[config.mk]
export PLATFORM = sky130hd
export DESIGN_NAME = custom_axi_ip_engine
export DESIGN_NICKNAME = d
export VERILOG_FILES = /design/src/rtl/custom_axi_ip_pkg.sv /design/src/rtl/custom_axi_ip_alu.sv /design/src/rtl/custom_axi_ip_engine.sv
export SDC_FILE = /design/constraint.sdc
export NUM_CORES = 1
export LEC_CHECK = 0
export CAP_MARGIN = 20
export CORE_UTILIZATION = 41
export DETAILED_ROUTE_END_ITERATION = 8
export MAX_ROUTING_LAYER = met4
export RECOVER_POWER = 50
export SLEW_MARGIN = 30
export SYNTH_ARGS = -nofsm -noshare
export SYNTH_HDL_FRONTEND = slang
export SYNTH_SLANG_ARGS = --single-unit
[constraint.sdc]
create_clock -name clk_i -period 6.1 [get_ports clk_i]
set_clock_uncertainty 0.1 [all_clocks]
set_input_delay 0.915 -clock clk_i [delete_from_list [all_inputs] [get_ports clk_i]]
set_output_delay 0.915 -clock clk_i [all_outputs]
set_load 0.01 [all_outputs]
[src/rtl/custom_axi_ip_pkg.sv]
// Shared types for the iterating ALU engine: FSM status, ALU op and sticky error codes.
package custom_axi_ip_pkg;

    typedef enum logic [1:0] {
        IDLE  = 2'd0,
        BUSY  = 2'd1,
        DONE  = 2'd2,
        ERROR = 2'd3
    } status_e;

    typedef enum logic [1:0] {
        OP_ADD  = 2'd0,
        OP_SUB  = 2'd1,
        OP_XOR  = 2'd2,
        OP_PASS = 2'd3
    } op_e;

    typedef enum logic [1:0] {
        ERR_NONE      = 2'd0,
        ERR_ZERO_ITER = 2'd1,
        ERR_OVERFLOW  = 2'd2,
        ERR_ABORT     = 2'd3
    } err_e;

    function automatic err_e err_reset_value();
        return ERR_NONE;
    endfunction

endpackage

[src/rtl/custom_axi_ip_alu.sv]
// Combinational ALU: acc op operand with carry/borrow flag; zero latency, no flow control.
// Overflow is bit DATA_WIDTH of the widened add/sub; XOR and PASS never flag it.
module custom_axi_ip_alu
    import custom_axi_ip_pkg::*;
#(
    parameter int DATA_WIDTH = 32
) (
    input  logic [DATA_WIDTH-1:0] a,
    input  logic [DATA_WIDTH-1:0] b,
    input  logic [1:0]            op,
    output logic [DATA_WIDTH-1:0] y,
    output logic                  ovf
);

    logic [DATA_WIDTH:0] sum;
    logic [DATA_WIDTH:0] diff;

    assign sum  = {1'b0, a} + {1'b0, b};
    assign diff = {1'b0, a} - {1'b0, b};

    always_comb begin
        y   = '0;
        ovf = 1'b0;
        case (op_e'(op))
            OP_ADD: begin
                y   = sum[DATA_WIDTH-1:0];
                ovf = sum[DATA_WIDTH];
            end
            OP_SUB: begin
                y   = diff[DATA_WIDTH-1:0];
                ovf = diff[DATA_WIDTH];
            end
            OP_XOR:  y = a ^ b;
            OP_PASS: y = b;
        endcase
    end

endmodule

[src/rtl/custom_axi_ip_engine.sv]
// Job engine: accepts a job on start handshake, iterates the ALU N times, returns result on valid/ready.
// Latency N+1 cycles from start handshake to result_valid_o; result held until result_ready_i.
module custom_axi_ip_engine
    import custom_axi_ip_pkg::*;
#(
    parameter int DATA_WIDTH = 32,
    parameter int CNT_W      = 8
) (
    input  logic                  clk_i,
    input  logic                  rst_ni,
    input  logic                  start_valid_i,
    output logic                  start_ready_o,
    input  logic [DATA_WIDTH-1:0] data_i,
    input  logic [DATA_WIDTH-1:0] operand_i,
    input  logic [1:0]            op_i,
    input  logic [CNT_W-1:0]      iter_i,
    input  logic                  ovf_err_en_i,
    input  logic                  abort_i,
    input  logic                  clear_i,
    output logic [DATA_WIDTH-1:0] result_o,
    output logic                  result_valid_o,
    input  logic                  result_ready_i,
    output logic [1:0]            status_o,
    output logic [1:0]            err_code_o,
    output logic [CNT_W-1:0]      progress_o
);

    status_e               state_q, state_d;
    logic [DATA_WIDTH-1:0] acc_q, acc_d;
    logic [DATA_WIDTH-1:0] opnd_q, opnd_d;
    logic [DATA_WIDTH-1:0] result_q, result_d;
    logic [1:0]            op_q, op_d;
    logic                  ovf_en_q, ovf_en_d;
    err_e                  err_q, err_d;
    logic [CNT_W-1:0]      prog_q, prog_d;

    logic [DATA_WIDTH-1:0] alu_y;
    logic                  alu_ovf;

    custom_axi_ip_alu #(
        .DATA_WIDTH(DATA_WIDTH)
    ) u_alu (
        .a   (acc_q),
        .b   (opnd_q),
        .op  (op_q),
        .y   (alu_y),
        .ovf (alu_ovf)
    );

    always_ff @(posedge clk_i or negedge rst_ni) begin
        if (!rst_ni) begin
            state_q  <= IDLE;
            acc_q    <= '0;
            opnd_q   <= '0;
            result_q <= '0;
            op_q     <= '0;
            ovf_en_q <= 1'b0;
            err_q    <= err_reset_value();
            prog_q   <= '0;
        end else begin
            state_q  <= state_d;
            acc_q    <= acc_d;
            opnd_q   <= opnd_d;
            result_q <= result_d;
            op_q     <= op_d;
            ovf_en_q <= ovf_en_d;
            err_q    <= err_d;
            prog_q   <= prog_d;
        end
    end

    always_comb begin
        state_d  = state_q;
        acc_d    = acc_q;
        opnd_d   = opnd_q;
        result_d = result_q;
        op_d     = op_q;
        ovf_en_d = ovf_en_q;
        err_d    = err_q;
        prog_d   = prog_q;

        case (state_q)
            IDLE: begin
                if (start_valid_i) begin
                    acc_d    = data_i;
                    opnd_d   = operand_i;
                    op_d     = op_i;
                    ovf_en_d = ovf_err_en_i;
                    if (iter_i == '0) begin
                        state_d = ERROR;
                        err_d   = ERR_ZERO_ITER;
                        prog_d  = '0;
                    end else begin
                        state_d = BUSY;
                        prog_d  = iter_i;
                    end
                end
            end
            BUSY: begin
                // Abort outranks overflow; both leave acc and progress frozen.
                if (abort_i) begin
                    state_d = ERROR;
                    err_d   = ERR_ABORT;
                end else if (ovf_en_q && alu_ovf) begin
                    state_d = ERROR;
                    err_d   = ERR_OVERFLOW;
                end else begin
                    acc_d  = alu_y;
                    prog_d = prog_q - CNT_W'(1);
                    if (prog_q == CNT_W'(1)) begin
                        state_d  = DONE;
                        result_d = alu_y;
                    end
                end
            end
            DONE: begin
                if (result_ready_i) begin
                    state_d = IDLE;
                end
            end
            ERROR: begin
                if (clear_i) begin
                    state_d = IDLE;
                    err_d   = err_reset_value();
                    prog_d  = '0;
                end
            end
        endcase
    end

    assign start_ready_o  = (state_q == IDLE);
    assign result_valid_o = (state_q == DONE);
    assign result_o       = result_q;
    assign status_o       = state_q;
    assign err_code_o     = err_q;
    assign progress_o     = prog_q;

endmodule

==> impl_results.md, run 1 <==
- Worst slew pin tran: 3.903 ns
- CTS Sinks: 111
- Synth cell count leaders: nand2_1 (118), dfrtp_1 (111), nor2_1 (94)
- Htree depth: 3
- CTS resizes: 0
- Post-Synthesis Cells: 1133
- Largest family of logic cells by synthesized area: compound AO/OA/AOI/OAI gates
- Max cap viols: 1
- CP endpoint kind: async pin
- R2r startpoint: acc_q[0]
- Seq cells post-synth: 111
- Vias in the first global route: 8575
- CTS Buf Count: 9
- Post-Syn Nets: 1282
- Failing checks: max-capacitance violations, max-slew violations
- Clk root buf: clkbuf_16
- First-pass GRT wire length: 47.44 mm
- RSZ-0062 raised after global routing: no
- WL final: 29.48 mm
- Initial antenna violation count: 0
- Syn_area_per_cell: 8.243 um^2
- Synth top area cells: dfrtp_1 (30%), ha_1 (8.8%), nand2_1 (4.7%)
- Top cell type by total area after synthesis: dfrtp_1
- Top FF cell, synth: dfrtp_1
- 1st-pass router iterations: 5
- Post-synthesis cell area: 9339 um^2
- Worst slack, placed: 1.814 ns
- CTS tree: built
- Rel. slew slack: -1.602
- Die width: 152.9 um
- Setup_tns: 0 ns
- DR DRC count: 0
- RePlAce Congestion: 0.8864
- Final hold vios: 0
- Sequential fraction of the synthesis area: 0.2974
- R2R Path End: result_o[27]
- HP Start: result_o[20]
- Post-synthesis adder-cell area fraction: 0.09271
- Worst-path clk slew: 0.09 ns
- Post-Synth Simple-Gate Area: 0.1896
- Critical Path RT: 5.30 ns
- Hold path depth: 2
- Num ports: 127
- Post-synth top area share: 0.2974
- Num rows: 54
- Worst-Skew Late Latency: 0.38 ns
- Synth warnings: 0
- Crit path max fanout: 68
- Multiplexer share of the synthesized area: 0.05439
- Arr. time, crit path: 3.64 ns
- Area of the core: 22090 um^2
- CP max stage delay: 2.69 ns
- Post-synthesis compound-gate area fraction: 0.2906
- Post-CTS setup buffer count: 0
- Input/output buffers: 126
- Final Setup Violations: 0
- Top-count cell post-synth: nand2_1
- Xor/xnor share of the synthesized area: 0.005627
- Post-synth EDFFs: 0
- Startpoint Class: input pin
- Status: finished with violations
- DP Wirelength: 21.11 mm
- Via density: 5.928
- FF-to-FF path depth: 14
- CP bufs+invs: 1
- Layout net count: 1355
- Initial Util: 0.4227
- Max Slew Vio Count: 69
- Largest net degree at the start of global routing: 71
- CP max-delay cell: clkbuf_1
- N_diodes: 0
- Die area: 23390 um^2
- Final core occ: 0.4977
- Ratio of cells with drive above 1 in the final layout: 0.07927
- Worst path top cell family by delay: buffers and inverters
- Final Cycle Share: 0.7282
- CTS Hold Buffers Added: 0
- Critical path class: input pin to async pin
- CP cell instances: clkbuf_1
- Final worst setup slack: 1.658 ns
- GRT Total Usage: 0.2650
- DR WL/cell: 19.77 um
- Area Overhead vs Synth: 17.75%
- Synth unique cells: 98
- Remaining Overflow, GRT: 0
- Reg2Reg Setup Slack: 1.78 ns
- 1st-iter DRT viols: 666
- Hold Crit Class: register to register
- Clock buffer depth: 2
- Die height: 152.9 um
- Fmax: 0.2251 GHz
- Ys async rst share: 1.000
- Post-route ant nets: 0
- Routed vias: 8838
- WHS Endpoint: result_o[20]
- Final min period: 4.442 ns
-- worst max path at each step --
| stage | to | depth (start not counted) | slack, ns | start |
|---|---|---|---|---|
| final | op_q[0] | 1 | 1.66 | rst_ni |
| after global routing | op_q[0] | 1 | 0.81 | rst_ni |
| after CTS | acc_q[21] | 15 | 1.78 | acc_q[0] |
| after detailed placement | acc_q[21] | 15 | 1.81 | acc_q[0] |
| after global placement | acc_q[21] | 15 | 1.92 | acc_q[0] |
| after floorplan | result_o[27] | 14 | 2.72 | acc_q[0] |
-- cell families (layout without fill, tap and decap cells) --
group / count (synthesis) / in the layout
multiplexers: 40 / 40
adder cells (fa/ha/maj): 68 / 68
AO/OA/AOI/OAI: 391 / 391
flip-flops: 111 / 111
XOR/XNOR: 6 / 6
buffers and inverters: 151 / 229
AND/OR/NAND/NOR: 366 / 366
-- per-stage QoR --
stage / instance area [um^2] / hold slack [ns] / std cells
2_1_floorplan: 9339 / 0.3791 / 1133
3_3_place_gp: 10690 / 0.3712 / 1475
3_5_place_dp: 10690 / 0.3877 / 1475
4_1_cts: 11000 / 0.4158 / 1491
5_1_grt: 11000 / 0.4278 / 1491
6_report: 11000 / 0.4039 / 1491
-- final cells by class --
class                      instances  area (um^2)
clock inverter                     7        83.83
multi-input combinational        871         5928
tap                              280        350.3
clock buffer                       9        225.2
fill                            2157        11100
sequential                       111         2779
timing repair buffer             139         1353
inverter                          74        277.8
-- flip-flops by register name, indices dropped and copies added (netlist names) --
signal      count
op_q            2
acc_q          32
result_o       32
err_code_o      2
ovf_en_q        1
status_o        2
progress_o      8
opnd_q         32
-- metal layers --
| layer | part of all wire | up-vias | wire length (um) | GRT usage |
|---|---|---|---|---|
| met5 | 0 | - | 0 | - |
| li1 | - | 4256 | - | - |
| met2 | 0.44 | 302 | 13060 | 0.4017 |
| met4 | 0.020 | 0 | 579 | 0.06975 |
| met3 | 0.056 | 37 | 1650 | 0.03459 |
| met1 | 0.48 | 4243 | 14180 | 0.3711 |
-- layout by cell type (no fill, tap or decap), types with 23 or more instances in the layout --
cell type	Yosys	routed
a31oi_1	23	23
dfrtp_1	111	110
ha_1	66	66
nand2_1	118	118
a21oi_1	79	79
nand2b_1	27	27
dlygate4sd3_1	0	23
o21ai_0	82	82
nor2_1	94	91
inv_1	73	73
clkdlybuf4s50_1	0	102
-- worst register-to-register path, cell delays in order, from the launching register on --
cell and delay (ns):
dfrtp_1 0.41, inv_1 0.06, ha_1 0.16, inv_1 0.05, fa_1 0.41, a21o_1 0.22, a311oi_2 0.32, or3_4 0.21
nand4_2 0.13, a31o_1 0.22, a211o_1 0.32, a31oi_4 0.39, nor2_1 0.14, nand3_1 0.64, mux2_2 0.41
Power of run 1 is not shown: default switching activity piles up to over one toggle a cycle in this logic, so the estimate is an artifact.
==> run 2: changes to the inputs <==
- clock period: 6.1 -> 4.55 ns (I/O delays scaled with it)
==> run 2 against run 1 <==
The flow still finishes with violations (max-capacitance violations, max-slew violations). Register-to-register slack lost 1.1 ns. Final cell count up 0.20%. Worst hold slack lost 0.14 ns. Global-route usage decreased by 0.35 points. Critical path depth is 10 higher. Die area stayed put. Sequential share of layout area down 0.11 points. Non-clock buffer count up 3. Clock-buffer cell count did not move. Routed wire length is 0.24% higher. Critical path type is now register to register. Critical endpoint is now acc_q[20].
==> impl_results.md, run 2 (synthesis gave the netlist of run 1 again) <==
- Failing checks: max-capacitance violations, max-slew violations
- DR WL/cell: 19.78 um
- Worst-Skew Late Latency: 0.38 ns
- Area of the core: 22090 um^2
- Arr. time, crit path: 4.08 ns
- Vias in the first global route: 8364
- Routed vias: 8831
- Initial antenna violation count: 0
- Placed cells: 1478
- Critical Path RT: 4.72 ns
- Htree depth: 3
- Die height: 152.9 um
- Most frequent cells in the layout: nand2_1 (118), dfrtp_1 (110), clkdlybuf4s50_1 (102), nor2_1 (92), o21ai_0 (82)
- Worst slew pin tran: 1.538 ns
- CTS Buf Count: 9
- Rel. slew slack: -0.02528
- DR DRC count: 0
- Worst path top cell family by delay: compound AO/OA/AOI/OAI gates
- Area Overhead vs Synth: 18.26%
- Post-CTS setup buffer count: 0
- CTS Sinks: 111
- Critical path class: register to register
- DP Wirelength: 21.13 mm
- Post-route ant nets: 0
- CP endpoint kind: register
- Final Setup Violations: 0
- CTS Hold Buffers Added: 0
- CP max-delay cell: a211oi_1
- RePlAce Congestion: 0.9304
- Max cap viols: 2
- Fill cell count: 2132
- CTS resizes: 0
- Num ports: 127
- Initial Util: 0.4227
- Crit path max fanout: 11
- Cell Area, Placed: 10720 um^2
- Worst-path clk slew: 0.09 ns
- Clock buffer depth: 2
- FF-to-FF path depth: 11
- Startpoint Class: register
- Reg2Reg Setup Slack: 0.64 ns
- Die area: 23390 um^2
- CP max stage delay: 0.64 ns
- Final Cycle Share: 0.8600
- Fmax: 0.2556 GHz
- Num rows: 54
- Final hold vios: 0
- 1st-iter DRT viols: 704
- Setup_tns: 0 ns
- 1st-pass router iterations: 5
- Fin area: 11040 um^2
- Layout net count: 1358
- Input/output buffers: 126
- WL final: 29.55 mm
- Die width: 152.9 um
- Clk root buf: clkbuf_16
- Max Slew Vio Count: 57
- R2r startpoint: acc_q[4]
- First-pass GRT wire length: 46.68 mm
- CP cell instances: ha_1, or2_2, a211oi_2, o211a_1, o21a_1, a21boi_1, o311ai_0, o311ai_0, a211oi_1, o211ai_1, o21a_1
- Remaining Overflow, GRT: 0
- N_diodes: 0
- Ratio of cells with drive above 1 in the final layout: 0.07990
- Hold Crit Class: input pin to async pin
- Cell Count, Final, Fillers Out: 1494
- CTS tree: built
- RSZ-0062 raised after global routing: no
- Final min period: 3.913 ns
- GRT Total Usage: 0.2615
- CP bufs+invs: 0
- R2R Path End: acc_q[20]
- Largest net degree at the start of global routing: 71
- Most common cell after layout, fill and taps aside: nand2_1
- Via density: 5.911
- Status: finished with violations
run 2: worst max-delay path by stage:
stage | from | endpoint | cells past startpoint
2_1_floorplan | acc_q[0] | result_o[27] | 14
3_3_place_gp | acc_q[0] | acc_q[20] | 14
3_5_place_dp | acc_q[0] | result_o[27] | 15
4_1_cts | acc_q[0] | result_o[27] | 15
5_1_grt | acc_q[0] | result_o[27] | 15
6_report | acc_q[4] | acc_q[20] | 11
run 2: worst register-to-register path, cell delays in order, from the launching register on:
cell and delay [ns]:
dfrtp_1 0.42, ha_1 0.45, or2_2 0.37, a211oi_2 0.24
o211a_1 0.27, o21a_1 0.24, a21boi_1 0.18, o311ai_0 0.36
o311ai_0 0.24, a211oi_1 0.64, o211ai_1 0.15, o21a_1 0.14
run 2: cell type report:
class | instances | area (um^2) | share of cell area
clock inverter | 7 | 102.6 | 0.009290
multi-input combinational | 871 | 5926 | 0.5365
clock buffer | 9 | 225.2 | 0.02039
sequential | 111 | 2779 | 0.2516
inverter | 74 | 277.8 | 0.02515
timing repair buffer | 142 | 1384 | 0.1253
tap | 280 | 350.3 | 0.03172
run 2: layer usage:
layer | vias up | routed length (um) | global-route usage
li1 | 4246 | - | -
met1 | 4223 | 13910 | 0.3604
met2 | 312 | 12960 | 0.3895
met3 | 50 | 1988 | 0.04707
met4 | 0 | 683 | 0.07744
met5 | - | 0 | -
run 2: stage by stage:
step	util	hold slack, ns	setup slack [ns]
after floorplan	-	0.2869	1.173
after global placement	0.4854	0.3713	0.7274
after detailed placement	0.4854	0.3964	0.7034
after CTS	0.5002	0.3032	0.6686
after global routing	0.4999	0.3239	0.4363
final	0.4999	0.2679	0.6370
Power of run 2 is left out for the same reason.
==> run 3: changes to the inputs <==
- CAP_MARGIN: 20 -> 25
- CORE_MARGIN: not set -> 1.5
- clock period: 4.55 -> 3.14 ns (I/O delays scaled with it)
==> run 3 against run 2 <==
The run ends with max-capacitance violations, max-slew violations, negative setup slack left. Setup slack worse by 0.89 ns. Register-to-register slack worse by 0.89 ns. Maximum frequency rose by 15%. Clock-buffer cell count is the same. Flip-flop and latch count unchanged. Die area increased by 1.3%. Design area increased by 22%. Final cell count rose by 16%. Critical path depth grew 2. Routed wire length is 15% higher. Highest routed layer unchanged.
==> impl_results.md, run 3 (synthesis gave the netlist of run 1 again) <==
- Final hold vios: 0
- Clock buffer depth: 2
- CTS Sinks: 111
- CTS Buf Count: 9
- Remaining Overflow, GRT: 0
- Worst slack, placed: -0.3272 ns
- Fmax: 0.2946 GHz
- Post-route ant nets: 0
- N_diodes: 0
- Final Cycle Share: 1.081
- Hold Crit Class: register to register
- Area of the core: 22500 um^2
- Die area: 23690 um^2
- Failing checks: max-capacitance violations, max-slew violations, negative setup slack
- Via density: 5.587
- Num ports: 127
- Critical Path RT: 3.30 ns
- Layout net count: 1590
- Final worst setup slack: -0.2541 ns
- Ratio of cells with drive above 1 in the final layout: 0.2939
- DR DRC count: 0
- Multi-input gate area: 6442 um^2
- Status: finished with violations
- CP max stage delay: 0.44 ns
- Htree depth: 3
- Fill cell count: 2055
- Num rows: 55
- Worst-Skew Late Latency: 0.38 ns
- Largest net degree at the start of global routing: 44
- CTS tree: built
- DR WL/cell: 19.57 um
- Cell Count, Final, Fillers Out: 1731
- GRT Total Usage: 0.2961
- 1st-pass router iterations: 5
- Initial antenna violation count: 0
- Routed vias: 9671
- Rel. slew slack: -0.5794
- Crit path max fanout: 17
- Initial Util: 0.4150
- Storage element area: 2780 um^2
- CP bufs+invs: 3
- CP endpoint kind: register
- Max Slew Vio Count: 44
- First-pass GRT wire length: 53.30 mm
- Max cap viols: 1
- Placed cells: 1690
- DP Wirelength: 24.63 mm
- Hold slack final: 0.4151 ns
- Input/output buffers: 126
- Most common cell after layout, fill and taps aside: buf_4
- Arr. time, crit path: 3.55 ns
- Clk root buf: clkbuf_16
- Worst slew pin tran: 2.369 ns
- Worst-path clk slew: 0.09 ns
- 1st-iter DRT viols: 585
- RSZ-0062 raised after global routing: yes
- CP cell instances: buf_4, fa_2, nand2b_4, a211oi_2, o211a_1, o21a_1, a31o_4, nand4_2, a31oi_4, buf_6, nor3_4, buf_12, mux2_4
- Final min period: 3.394 ns
- Most frequent cells in the layout: buf_4 (210), clkdlybuf4s50_1 (125), nand2_1 (110), dfrtp_1 (109), nor2_1 (78)
- Final Setup Violations: 71
- Critical path class: register to register
- Startpoint Class: register
- RePlAce Congestion: 0.9641
- WL final: 33.87 mm
- Die height: 153.9 um
- Vias in the first global route: 9608
- CP max-delay cell: fa_2
- Worst path top cell family by delay: compound AO/OA/AOI/OAI gates
- Die width: 153.9 um
- Area Overhead vs Synth: 44.75%
-- run 3: layout make-up --
cell class	instances	share of cell area
Sequential cell	111	0.2057
Clock inverter	7	0.006757
Multi-Input combinational cell	871	0.4766
Clock buffer	9	0.01666
Timing Repair Buffer	374	0.2474
Tap cell	285	0.02638
Inverter	74	0.02055
-- run 3: worst paths after layout --
check / start / end / slack (ns) / cells past startpoint
setup reg to reg: acc_q[1] / result_o[19] / -0.25 / 13
min in group asynchronous: rst_ni / progress_o[0] / 0.69 / 1
hold / removal: result_o[20] / result_o[20] / 0.42 / 2
hold reg to reg: result_o[20] / result_o[20] / 0.42 / 2
max in group asynchronous: rst_ni / result_o[15] / 0.40 / 2
setup / recovery: acc_q[1] / result_o[19] / -0.25 / 13
-- run 3: worst reg2reg max path, stage by stage, from the launching register on --
cell	delay, ns
dfrtp_2	0.43
buf_4	0.16
fa_2	0.44
nand2b_4	0.10
a211oi_2	0.07
o211a_1	0.29
o21a_1	0.23
a31o_4	0.26
nand4_2	0.09
a31oi_4	0.11
buf_6	0.15
nor3_4	0.29
buf_12	0.22
mux2_4	0.33
-- run 3: through the flow --
stage	utilization	setup TNS, ns	cell area, um^2
6_report	0.6007	-12.93	13520
5_1_grt	0.6007	-26.95	13520
4_1_cts	0.5873	-13.01	13220
3_5_place_dp	0.5495	-14.53	12360
3_3_place_gp	0.5495	-11.33	12360
2_1_floorplan	-	-2.177	9353
-- run 3: timing repair --
action,4_1_cts,5_1_grt
buffers inserted,18,8
cloned,1,1
pin swaps,35,16
endpoints found under the hold margin,0,0
endpoints found under the setup margin,76,76
hold buffers,0,0
resized for setup,96,62
-- run 3: routing by layer --
metal,part of all wire,vias up,track usage
met5,0,-,-
met4,0.018,0,0.07351
met3,0.050,40,0.03833
met2,0.46,264,0.4615
met1,0.47,4647,0.4075
li1,-,4720,-
Power of run 3 is left out for the same reason.
